File: src/rtl/ed_pixel_sequencer.sv
// ed_pixel_sequencer
//   Transmit-side front end for the error_diffusion engine. Accepts a
//   5-pixel neighbourhood window in parallel, streams it serially to the
//   engine, waits for the engine's done, captures the five results and
//   offers them upstream for write-back to the halftone frame buffer.
//
// Ports
//   clk, rst                  clock (rising edge), async active-high reset
//   win_valid/win_ready       upstream window handshake
//   win_pix0..win_pix4        center, right, lower-right, lower-center, lower-left
//   valid_o/data_o            serial pixel stream to the engine (registered)
//   done, result0..result4    engine completion and results
//   res_valid/res_ready       captured-result handshake
//   res0..res4                captured results, same ordering as win_pix
//   busy                      high whenever not IDLE
//   timeout_err               one-cycle pulse on watchdog abort
//
// Optional feature
//   ED_SEQ_TIMEOUT_EN : WAIT watchdog of TIMEOUT_CYC cycles (1..255).
//   When undefined WAIT lasts until done and timeout_err is tied to 0.

module ed_pixel_sequencer #(
    parameter int PIXEL_W     = 8,
    parameter int TIMEOUT_CYC = 64
) (
    input  logic               clk,
    input  logic               rst,
    input  logic               win_valid,
    output logic               win_ready,
    input  logic [PIXEL_W-1:0] win_pix0,
    input  logic [PIXEL_W-1:0] win_pix1,
    input  logic [PIXEL_W-1:0] win_pix2,
    input  logic [PIXEL_W-1:0] win_pix3,
    input  logic [PIXEL_W-1:0] win_pix4,
    output logic               valid_o,
    output logic [PIXEL_W-1:0] data_o,
    input  logic               done,
    input  logic [PIXEL_W-1:0] result0,
    input  logic [PIXEL_W-1:0] result1,
    input  logic [PIXEL_W-1:0] result2,
    input  logic [PIXEL_W-1:0] result3,
    input  logic [PIXEL_W-1:0] result4,
    output logic               res_valid,
    input  logic               res_ready,
    output logic [PIXEL_W-1:0] res0,
    output logic [PIXEL_W-1:0] res1,
    output logic [PIXEL_W-1:0] res2,
    output logic [PIXEL_W-1:0] res3,
    output logic [PIXEL_W-1:0] res4,
    output logic               busy,
    output logic               timeout_err
);

    typedef enum logic [1:0] {IDLE, SEND, WAIT, HOLD} state_t;

    localparam logic [7:0] WD_LAST = 8'(TIMEOUT_CYC - 1);

    state_t             state_reg, state_next;
    logic [2:0]         cnt_reg;
    logic [PIXEL_W-1:0] pix_in    [5];
    logic [PIXEL_W-1:0] result_in [5];
    logic [PIXEL_W-1:0] win_reg   [5];
    logic [PIXEL_W-1:0] res_reg   [5];
    logic               accept;
    logic               capture;
    logic               timeout_hit;

    assign pix_in[0]    = win_pix0;
    assign pix_in[1]    = win_pix1;
    assign pix_in[2]    = win_pix2;
    assign pix_in[3]    = win_pix3;
    assign pix_in[4]    = win_pix4;
    assign result_in[0] = result0;
    assign result_in[1] = result1;
    assign result_in[2] = result2;
    assign result_in[3] = result3;
    assign result_in[4] = result4;

    assign accept  = (state_reg == IDLE) && win_valid;
    assign capture = (state_reg == WAIT) && done;

`ifdef ED_SEQ_TIMEOUT_EN
    logic [7:0] wd_reg;

    // Held at zero outside WAIT, so it is clear on every WAIT entry.
    always_ff @(posedge clk or posedge rst) begin
        if (rst)
            wd_reg <= 8'd0;
        else if (state_reg != WAIT)
            wd_reg <= 8'd0;
        else
            wd_reg <= wd_reg + 8'd1;
    end

    // done has priority: a coincident done captures instead of aborting.
    assign timeout_hit = (state_reg == WAIT) && !done && (wd_reg == WD_LAST);
`else
    // WD_LAST is referenced so the parameter stays used in this build.
    assign timeout_hit = 1'b0 && (WD_LAST == 8'd0);
`endif

    always_ff @(posedge clk or posedge rst) begin
        if (rst)
            state_reg <= IDLE;
        else
            state_reg <= state_next;
    end

    always_comb begin
        state_next = state_reg;
        case (state_reg)
            IDLE: if (win_valid)        state_next = SEND;
            SEND: if (cnt_reg == 3'd4)  state_next = WAIT;
            WAIT: if (done)             state_next = HOLD;
                  else if (timeout_hit) state_next = IDLE;
            HOLD: if (res_ready)        state_next = IDLE;
            default:                    state_next = IDLE;
        endcase
    end

    // Serial stream, result handshake and error pulse. data_o for the first
    // pixel is loaded straight from the input on acceptance so the stream
    // starts the cycle after the acceptance edge.
    always_ff @(posedge clk or posedge rst) begin
        if (rst) begin
            cnt_reg     <= 3'd0;
            valid_o     <= 1'b0;
            data_o      <= '0;
            res_valid   <= 1'b0;
            timeout_err <= 1'b0;
        end else begin
            timeout_err <= timeout_hit;
            case (state_reg)
                IDLE: begin
                    if (win_valid) begin
                        cnt_reg <= 3'd0;
                        valid_o <= 1'b1;
                        data_o  <= pix_in[0];
                    end
                end
                SEND: begin
                    if (cnt_reg == 3'd4) begin
                        cnt_reg <= 3'd0;
                        valid_o <= 1'b0;
                        data_o  <= '0;
                    end else begin
                        cnt_reg <= cnt_reg + 3'd1;
                        data_o  <= win_reg[cnt_reg + 3'd1];
                    end
                end
                WAIT: if (done)      res_valid <= 1'b1;
                HOLD: if (res_ready) res_valid <= 1'b0;
                default: ;
            endcase
        end
    end

    for (genvar gi = 0; gi < 5; gi++) begin : g_regs
        always_ff @(posedge clk or posedge rst) begin
            if (rst)
                win_reg[gi] <= '0;
            else if (accept)
                win_reg[gi] <= pix_in[gi];
        end

        always_ff @(posedge clk or posedge rst) begin
            if (rst)
                res_reg[gi] <= '0;
            else if (capture)
                res_reg[gi] <= result_in[gi];
        end
    end

    assign res0      = res_reg[0];
    assign res1      = res_reg[1];
    assign res2      = res_reg[2];
    assign res3      = res_reg[3];
    assign res4      = res_reg[4];
    assign win_ready = (state_reg == IDLE);
    assign busy      = (state_reg != IDLE);

endmodule

File: config.mk
export PLATFORM = sky130hd
export DESIGN_NAME = ed_pixel_sequencer
export DESIGN_NICKNAME = d
export VERILOG_FILES = /design/src/rtl/ed_pixel_sequencer.sv
export SDC_FILE = /design/constraint.sdc
export NUM_CORES = 1
export LEC_CHECK = 0
export BUFFER_PORTS_ARGS = -buffer_cell sky130_fd_sc_hd__buf_2
export CAP_MARGIN = 20
export CORE_MARGIN = 4
export CORE_UTILIZATION = 47
export CTS_BUF_LIST = sky130_fd_sc_hd__clkbuf_2
export CTS_CLUSTER_SIZE = 10
export DETAILED_ROUTE_END_ITERATION = 10
export GPL_TIMING_DRIVEN = 0
export PLACE_DENSITY = 0.85
export SLEW_MARGIN = 5
export SYNTH_ARGS = -nofsm -noshare
export SYNTH_HDL_FRONTEND = slang
export SYNTH_SLANG_ARGS = --single-unit
File: constraint.sdc
create_clock -name clk -period 6.4 [get_ports clk]
set_input_delay 0.64 -clock clk [delete_from_list [all_inputs] [get_ports clk]]
set_output_delay 0.64 -clock clk [all_outputs]
set_load 0.005 [all_outputs]
==> qor.txt, run 1 <==
Clk_skew - 0.0366 ns
Status - completed
WL/cell - 16.7 microns
Area contributors post-synth - dfrtp_1 (56%), mux2_1 (22%), mux4_2 (2.1%), mux2i_1 (1.9%), ha_1 (1.8%)
Yosys top cell area share - 56.5%
Max IR drop VDD - 0.000212 V
Final period util - 36.3%
RSZ-0062 raised after global routing - no
Final Wtd Congestion - 0.823
Die height - 103 microns
Area Overhead vs Synth - 22.4%
Die width - 103 microns
ANT cells - 0
H-tree levels - 3
CTS tree - yes
Vias - 2,976
Io pins - 138
Hold crit path type - in2async
Initial Util - 48.3%
Synth area leader - dfrtp_1
Largest net degree at the start of global routing - 61
First-pass GRT wire length - 15,400 microns
Number of synthesized flops with an enable pin - 0
Iteration-0 DRC count of the detailed router - 123
Critical path class - reg2out
Layout Utilization - 59.1%
Buf/Inv on CP - 3
Most common flop cell mapped by yosys - dfrtp_1
Post-synthesis mux area share - 25.7%
Worst EP arrival - 1.68 ns
Adder-cell share of the synthesized area - 1.78%
Crit path cell chain - inv_1 -> ha_1 -> inv_2 -> buf_2
Final setup fails - 0
DRC errors left - 0
# hold bufs at CTS - 0
Worst Setup End Kind - primary output
Worst EP required - 5.76 ns
Slowest stage delay, CP - 0.47 ns
Post-Synth Simple-Gate Area - 5.74%
CTS Sinks - 95
Bufs on Longest Clock Path - 2
Synth async-reset ratio - 100%
Initial DRT Pass Iterations - 4
Max-cap violations - 0
Fillcell total - 723
Leakage power - 2.52 nW
Fmax - 430 MHz
XOR/XNOR Fraction of Synth Area - 0.386%
Final Net Count - 545
Area of the multi-input gates - 1700 sq um
CP delay by family, top - flip-flops
Net count after synthesis - 397
Share of layout cells above drive strength 1 - 39.2%
Sum of negative setup slack - 0 ns
Core area - 8720 sq um
DPL Wire Length - 7330 microns
Synth cell types - 37
Largest register FFs - 40
Antenna violations before repair - 0
Max Slew Vio Count - 0
Hold Fails Final Rpt - 0
Final WL - 9450 microns
Sequential cell area - 2380 sq um
Clk Latency, worst-skew pair - 0.55 ns
Number of global-route vias before repair - 3,156
Row cnt - 34
Count leader, synth - dfrtp_1
# port buffers - 136
Num CTS Buffers - 9
CP Max Fanout - 8
Area of the mapped netlist - 4210 sq um
Clk slew on worst S/H paths - 0.29 ns
Share of the yosys chip area belonging to registers - 56.5%
Worst setup SP type - register
CTS resizes - 0
Global route total overflow - 0
PnR Total Power - 2.41 mW
Power per cell area - 468 nW/um^2
Total Routing Usage GR - 19.0%
Routed Antenna Nets - 0
Post-synth top cells - dfrtp_1 (95), mux2_1 (81), nand2_1 (10), nand2b_1 (10), buf_2 (9)
Final min period - 2.32 ns
Synth warnings - 0
Mapped Cells - 306
Detail-routed via count per cell - 5.25
CP max-delay cell - dfrtp_1
Post-CTS setup buffers - 0
Synth Area in Compound Gates - 6.60%
Synth Register Bits - 95
Root Driver - clkbuf_2
Mean Syn Cell Area - 13.8 sq um
Die area - 10,500 sq um
Largest family of logic cells by synthesized area - multiplexers
## cells by family (layout without fill, tap and decap cells)
kind of cell    count (synthesis)  count (layout)
other cells                     1               1
fa+ha+maj                       6               6
simple gates                   46              46
compound gates                 39              39
buf+inv                        25             178
flops                          95              95
mux                            93              93
xor+xnor                        1               1
## cell type report
class / instances / share of cell area (%)
multi-input combinational: 186 / 32.9
sequential: 95 / 46.2
timing repair buffer: 137 / 13.7
clock buffer: 11 / 1.07
tap: 108 / 2.62
clock inverter: 5 / 0.802
buffer: 15 / 1.89
inverter: 10 / 0.777
## path summary, 6_finish.rpt
path / startpoint / to / slack, ns / cells past startpoint
min in group clk: result0[7] / res0[7] / 0.26 / 2
worst min register to register: win_reg[0] / win_reg[0] / 0.52 / 1
worst min-delay path: rst / res1[6] / 0.05 / 2
worst max register to register: cnt_reg[0] / data_o[6] / 4.31 / 8
max in group asynchronous: rst / data_o[5] / 5.66 / 3
worst max-delay path: state_reg[0] / busy / 4.08 / 4
## stage by stage
stage	instance area (sq um)	instances	hold WS (ns)	setup slack (ns)
after floorplan	4210	306	0.456	3.28
final	5150	567	0.0495	4.08
after detailed placement	5050	551	0.473	4.36
after CTS	5150	567	0.0442	4.03
after global routing	5150	567	0.0365	3.93
after global placement	5020	550	0.466	2.31
## layout by cell type, fill, tap and decap left out, drive strengths merged
| cell | n |
|---|---|
| a21boi | 1 |
| a21oi | 5 |
| a221o | 1 |
| a221oi | 4 |
| a22o | 5 |
| a22oi | 5 |
| and2 | 1 |
| and2b | 1 |
| and3 | 4 |
| and3b | 1 |
| buf | 152 |
| clkbuf | 11 |
| clkinv | 1 |
| clkinvlp | 2 |
| conb | 1 |
| dfrtp | 95 |
| ha | 6 |
| inv | 12 |
| mux2 | 81 |
| mux2i | 8 |
| mux4 | 4 |
| nand2 | 10 |
| nand2b | 10 |
| nand3 | 2 |
| nor2 | 9 |
| nor2b | 2 |
| nor3 | 5 |
| nor3b | 1 |
| o211a | 1 |
| o211ai | 4 |
| o21ai | 10 |
| o221ai | 1 |
| o22ai | 1 |
| o32a | 1 |
| xor2 | 1 |
## routing by layer
| layer | share of wire, % | global-route usage (%) |
|---|---|---|
| met5 | 0 | 0 |
| met4 | 1.6 | 6.76 |
| met3 | 4.9 | 2.84 |
| met2 | 54 | 33.4 |
| met1 | 40 | 23.9 |
## report_power, final
part / switching [mW] / internal (mW)
clock network: 0.210 / 0.0579
registers: 0.156 / 0.903
logic: 0.522 / 0.559
total: 0.888 / 1.52
Note: power is estimated with default switching activity, not from simulation.
==> run 2: changes to the inputs <==
==> constraint.sdc (replaced) <==
create_clock -name clk -period 2.35 [get_ports clk]
set_input_delay 0.235 -clock clk [delete_from_list [all_inputs] [get_ports clk]]
set_output_delay 0.235 -clock clk [all_outputs]
set_load 0.005 [all_outputs]
==> run 2 against run 1 <==
- cell area rose by 17%
- power grew to 2.8 times the previous value
- first-iteration DRC count grew 35%
- critical path depth up 4
- non-clock buffer count up 84
- flip-flop and latch count stayed put
- clock power increased to 2.6 times the previous value
- routed wire length increased by 20%
- largest cell class unchanged
- largest power group unchanged
==> qor.txt, run 2 (same netlist as run 1, synthesis figures left out) <==
CP max-delay cell - dfrtp_1
Largest net degree at the start of global routing - 35
Final setup fails - 0
DPL Wire Length - 7420 microns
H-tree levels - 3
CTS resizes - 0
Post-CTS setup buffers - 0
Hold Fails Final Rpt - 0
Status - completed
First-pass GRT wire length - 18,300 microns
Clk_skew - 0.0208 ns
Vias - 3,441
Area Overhead vs Synth - 42.7%
Max-cap violations - 0
Core area - 8720 sq um
Total Routing Usage GR - 22.7%
Worst Setup End Kind - register
Critical path class - reg2reg
Largest register FFs - 40
Fmax - 474 MHz
Final Wtd Congestion - 0.827
Register-to-Register Path Depth - 8
R2R Setup Slk - 0.24 ns
Share of layout cells above drive strength 1 - 33.3%
Hold crit path type - in2reg
Detail-routed via count per cell - 5.29
Routed Antenna Nets - 0
Row cnt - 34
DRC errors left - 0
ANT cells - 0
# port buffers - 136
Initial Util - 48.3%
Most frequent cells in the layout - buf_2 (145), dfrtp_1 (95), dlygate4sd3_1 (82), mux2_1 (81), clkbuf_2 (11)
Bufs on Longest Clock Path - 2
Clk Latency, worst-skew pair - 0.53 ns
# hold bufs at CTS - 82
Iteration-0 DRC count of the detailed router - 166
CTS tree - yes
Placed cell area - 5100 sq um
Final min period - 2.11 ns
Root Driver - clkbuf_2
Die height - 103 microns
Die width - 103 microns
Final WL - 11,400 microns
Antenna violations before repair - 0
Global route total overflow - 0
Worst r2r src - cnt_reg[0]
Num CTS Buffers - 9
Die area - 10,500 sq um
Max IR drop VDD - 0.000728 V
CP Max Fanout - 10
Number of global-route vias before repair - 3,691
Final Net Count - 629
Leakage power - 2.87 nW
CTS Sinks - 95
Slowest stage delay, CP - 0.44 ns
Max Slew Vio Count - 0
Critical Path Sink - data_o[3]
Initial DRT Pass Iterations - 7
Worst path most repeated cell - buf_4
Worst EP required - 2.79 ns
Io pins - 138
Minimum hold slack - 0.0685 ns
CP Launch Point - cnt_reg[0]
Hold path depth - 3
Final Cell Area - 6000 sq um
WL/cell - 17.5 microns
Clk slew on worst S/H paths - 0.23 ns
Power per cell area - 1120 nW/um^2
Final period util - 89.7%
Reg2reg end - data_o[3]
Worst EP arrival - 2.55 ns
Most common cell after layout, fill and taps aside - buf_2
RSZ-0062 raised after global routing - no
Crit path cell chain - buf_4 -> inv_2 -> ha_1 -> buf_4 -> and2b_1 -> o211a_1 -> a221oi_1 -> a21oi_1
Worst setup SP type - register
Sum of negative setup slack - 0 ns
run 2: worst max-delay path: cells and delay by family, from the launching register on:
kind            cells  cell delay (ns)
buf+inv             3             0.44
fa+ha+maj           1             0.28
flops               1             0.44
compound gates      3             0.61
simple gates        1             0.25
run 2: how the worst min path moves through the flow:
stage	start	to	slack, ns
2_1_floorplan	result0[0]	res0[0]	0.37
3_5_place_dp	rst	res0[0]	0.25
3_3_place_gp	result3[3]	res3[3]	0.45
5_1_grt	win_valid	cnt_reg[1]	0.06
6_report	win_valid	cnt_reg[1]	0.07
4_1_cts	win_valid	cnt_reg[1]	0.06
run 2: final cells by class:
| class | count | area, sq um |
|---|---|---|
| Buffer | 15 | 97.6 |
| Clock buffer | 11 | 55.1 |
| Clock inverter | 5 | 32.5 |
| Fill cell | 575 | 2720 |
| Inverter | 10 | 41.3 |
| Multi-Input combinational cell | 186 | 1700 |
| Sequential cell | 95 | 2380 |
| Tap cell | 108 | 135 |
| Timing Repair Buffer | 221 | 1570 |
run 2: power breakdown:
group          switching, mW  total [mW]  internal [mW]
Clock                  0.549       0.695          0.146
Combinational           1.51        3.13           1.62
Sequential             0.453        2.91           2.46
Total                   2.51        6.74           4.23
run 2: layer usage:
metal / track usage, % / vias to the layer above / share of wire [%]
met1: 26.5 / 1721 / 38
met4: 8.07 / 0 / 3.0
met2: 41.2 / 125 / 54
li1: - / 1562 / -
met5: 0 / - / 0
met3: 4.60 / 33 / 4.8
run 2: stage by stage:
step	utilization (%)	worst slack [ns]	total power [mW]	cells
floorplan	-	0.559	4.83	306
global route	68.9	0.123	7.23	651
detailed placement	58.4	0.303	5.92	553
finish	68.9	0.242	6.74	651
CTS	68.9	0.275	6.69	651
global placement	57.7	0.367	5.73	550
==> run 3: changes to the inputs <==
--- a/config.mk
+++ b/config.mk
@@ -8,12 +8,13 @@
 export BUFFER_PORTS_ARGS = -buffer_cell sky130_fd_sc_hd__buf_2
 export CAP_MARGIN = 20
 export CORE_MARGIN = 4
-export CORE_UTILIZATION = 47
+export CORE_UTILIZATION = 25
 export CTS_BUF_LIST = sky130_fd_sc_hd__clkbuf_2
 export CTS_CLUSTER_SIZE = 10
 export DETAILED_ROUTE_END_ITERATION = 10
 export GPL_TIMING_DRIVEN = 0
-export PLACE_DENSITY = 0.85
+export HOLD_SLACK_MARGIN = 0.06
+export PLACE_DENSITY = 0.55
 export SLEW_MARGIN = 5
 export SYNTH_ARGS = -nofsm -noshare
 export SYNTH_HDL_FRONTEND = slang
==> run 3 against run 2 <==
- sequential share of layout area shrank 0.91 points
- cell count is 18% higher
- clock skew increased by 0.014 ns
- worst setup slack worse by 0.025 ns
- die area is 80% higher
- clock-buffer cell count unchanged
- flip-flop and latch count is the same
- critical endpoint is now data_o[2]
==> qor.txt, run 3 (same netlist as run 1, synthesis figures left out) <==
Status - completed
Global route total overflow - 0
Fmax - 469 MHz
H-tree levels - 3
DPL Wire Length - 8420 microns
Slew @ Worst Pin - 0.597 ns
DRC errors left - 0
CTS Sinks - 95
Io pins - 138
Initial Util - 25.5%
Hold crit path type - in2async
Core area - 16,500 sq um
Worst setup SP type - register
Num CTS Buffers - 9
Clk Latency, worst-skew pair - 0.58 ns
PnR Total Power - 6.71 mW
Final setup fails - 0
# port buffers - 136
Total Routing Usage GR - 12.3%
Vias - 3,326
Power per cell area - 1090 nW/um^2
Number of global-route vias before repair - 3,477
Root Driver - clkbuf_2
Post-CTS setup buffers - 0
Final min period - 2.13 ns
Most frequent cells in the layout - buf_2 (145), dfrtp_1 (95), dlygate4sd3_1 (84), mux2_1 (81), clkbuf_2 (11)
Area Overhead vs Synth - 46.0%
Max IR drop VDD - 0.000426 V
Largest net degree at the start of global routing - 40
Die height - 138 microns
RSZ-0062 raised after global routing - no
Antenna violations before repair - 3
Die width - 138 microns
Largest register FFs - 40
Placed instance count - 664
Final Wtd Congestion - 0.750
R2R Setup Slk - 0.22 ns
Final cell count without fillers - 767
# hold bufs at CTS - 84
Detail-routed via count per cell - 4.34
Die area - 19,000 sq um
Minimum hold slack - 0.188 ns
Share of layout cells above drive strength 1 - 33.1%
Most common cell after layout, fill and taps aside - buf_2
Clk slew on worst S/H paths - 0.27 ns
Iteration-0 DRC count of the detailed router - 110
Leakage power - 2.87 nW
Max Slew Vio Count - 0
Critical path class - reg2reg
Clk_skew - 0.0345 ns
CTS tree - yes
First-pass GRT wire length - 17,900 microns
CP Max Fanout - 10
Row cnt - 47
Max transition margin - 59.8%
WL/cell - 14.9 microns
Sum of negative setup slack - 0 ns
Worst EP arrival - 2.63 ns
Routed Antenna Nets - 0
Slowest stage delay, CP - 0.42 ns
CTS resizes - 0
Final period util - 90.8%
Final WL - 11,400 microns
Buf/Inv on CP - 4
Worst path most repeated cell - buf_4
CP max-delay cell - dfrtp_1
Bufs on Longest Clock Path - 2
Layout Utilization - 37.2%
Final Net Count - 630
Initial DRT Pass Iterations - 8
Hold Fails Final Rpt - 0
Worst EP required - 2.85 ns
Worst Setup End Kind - register
Max-cap violations - 0
CP delay by family, top - buffers and inverters
Crit path cell chain - buf_4 -> inv_2 -> ha_1 -> buf_4 -> buf_4 -> mux2i_1 -> nor3_1 -> o21ai_1 -> o211ai_1
## run 3: changes by cell type in the layout (fill, tap and decap cells not counted), sizes merged
cell / previous run / this run
diode: 0 / 3
dlygate4sd3: 82 / 84
buf: 154 / 153
clkinv: 2 / 3
clkinvlp: 3 / 2
## run 3: worst reg2reg max path: cells and delay by family (launching register included)
family | cells | cell delay (ns)
AND/OR/NAND/NOR | 1 | 0.08
flip-flops | 1 | 0.42
adder cells (fa/ha/maj) | 1 | 0.28
buffers and inverters | 4 | 0.68
AO/OA/AOI/OAI | 2 | 0.33
multiplexers | 1 | 0.30
## run 3: path summary, 6_finish.rpt
path / end / cells after the start / startpoint
worst min-delay path: res1[6] / 3 / rst
max in group asynchronous: data_o[4] / 5 / rst
min in group clk: state_reg[0] / 4 / done
worst min register to register: res1[0] / 1 / res1[0]
worst max-delay path: data_o[2] / 9 / cnt_reg[0]
worst max register to register: data_o[2] / 9 / cnt_reg[0]
## run 3: power breakdown
part	leakage [nW]	switching [mW]	internal [mW]
clock	0.0600	0.571	0.149
sequential	1.13	0.429	2.46
combinational	1.68	1.47	1.63
## run 3: area by class of cell
| class | instances | area (sq um) |
|---|---|---|
| fillers | 1603 | 10400 |
| flip-flops and latches | 95 | 2380 |
| multi-input cells | 186 | 1700 |
| repair buffers | 222 | 1560 |
| well taps | 220 | 275 |
| plain buffers | 15 | 97.6 |
| clock buffers | 11 | 55.1 |
| inverters | 10 | 41.3 |
| clock inverters | 5 | 33.8 |
| diodes | 3 | 7.51 |
## run 3: per-layer routing
metal	GRT usage [%]	part of all wire, %
met1	14.9	43
met2	20.6	50
met3	2.96	5.0
met4	5.49	2.7
met5	0	0
## run 3: stage by stage
stage | area (sq um) | setup slack [ns]
5_1_grt | 6150 | 0.0746
3_3_place_gp | 5170 | 0.208
4_1_cts | 6140 | 0.170
3_5_place_dp | 5210 | 0.194
2_1_floorplan | 4210 | 0.559
6_report | 6150 | 0.217
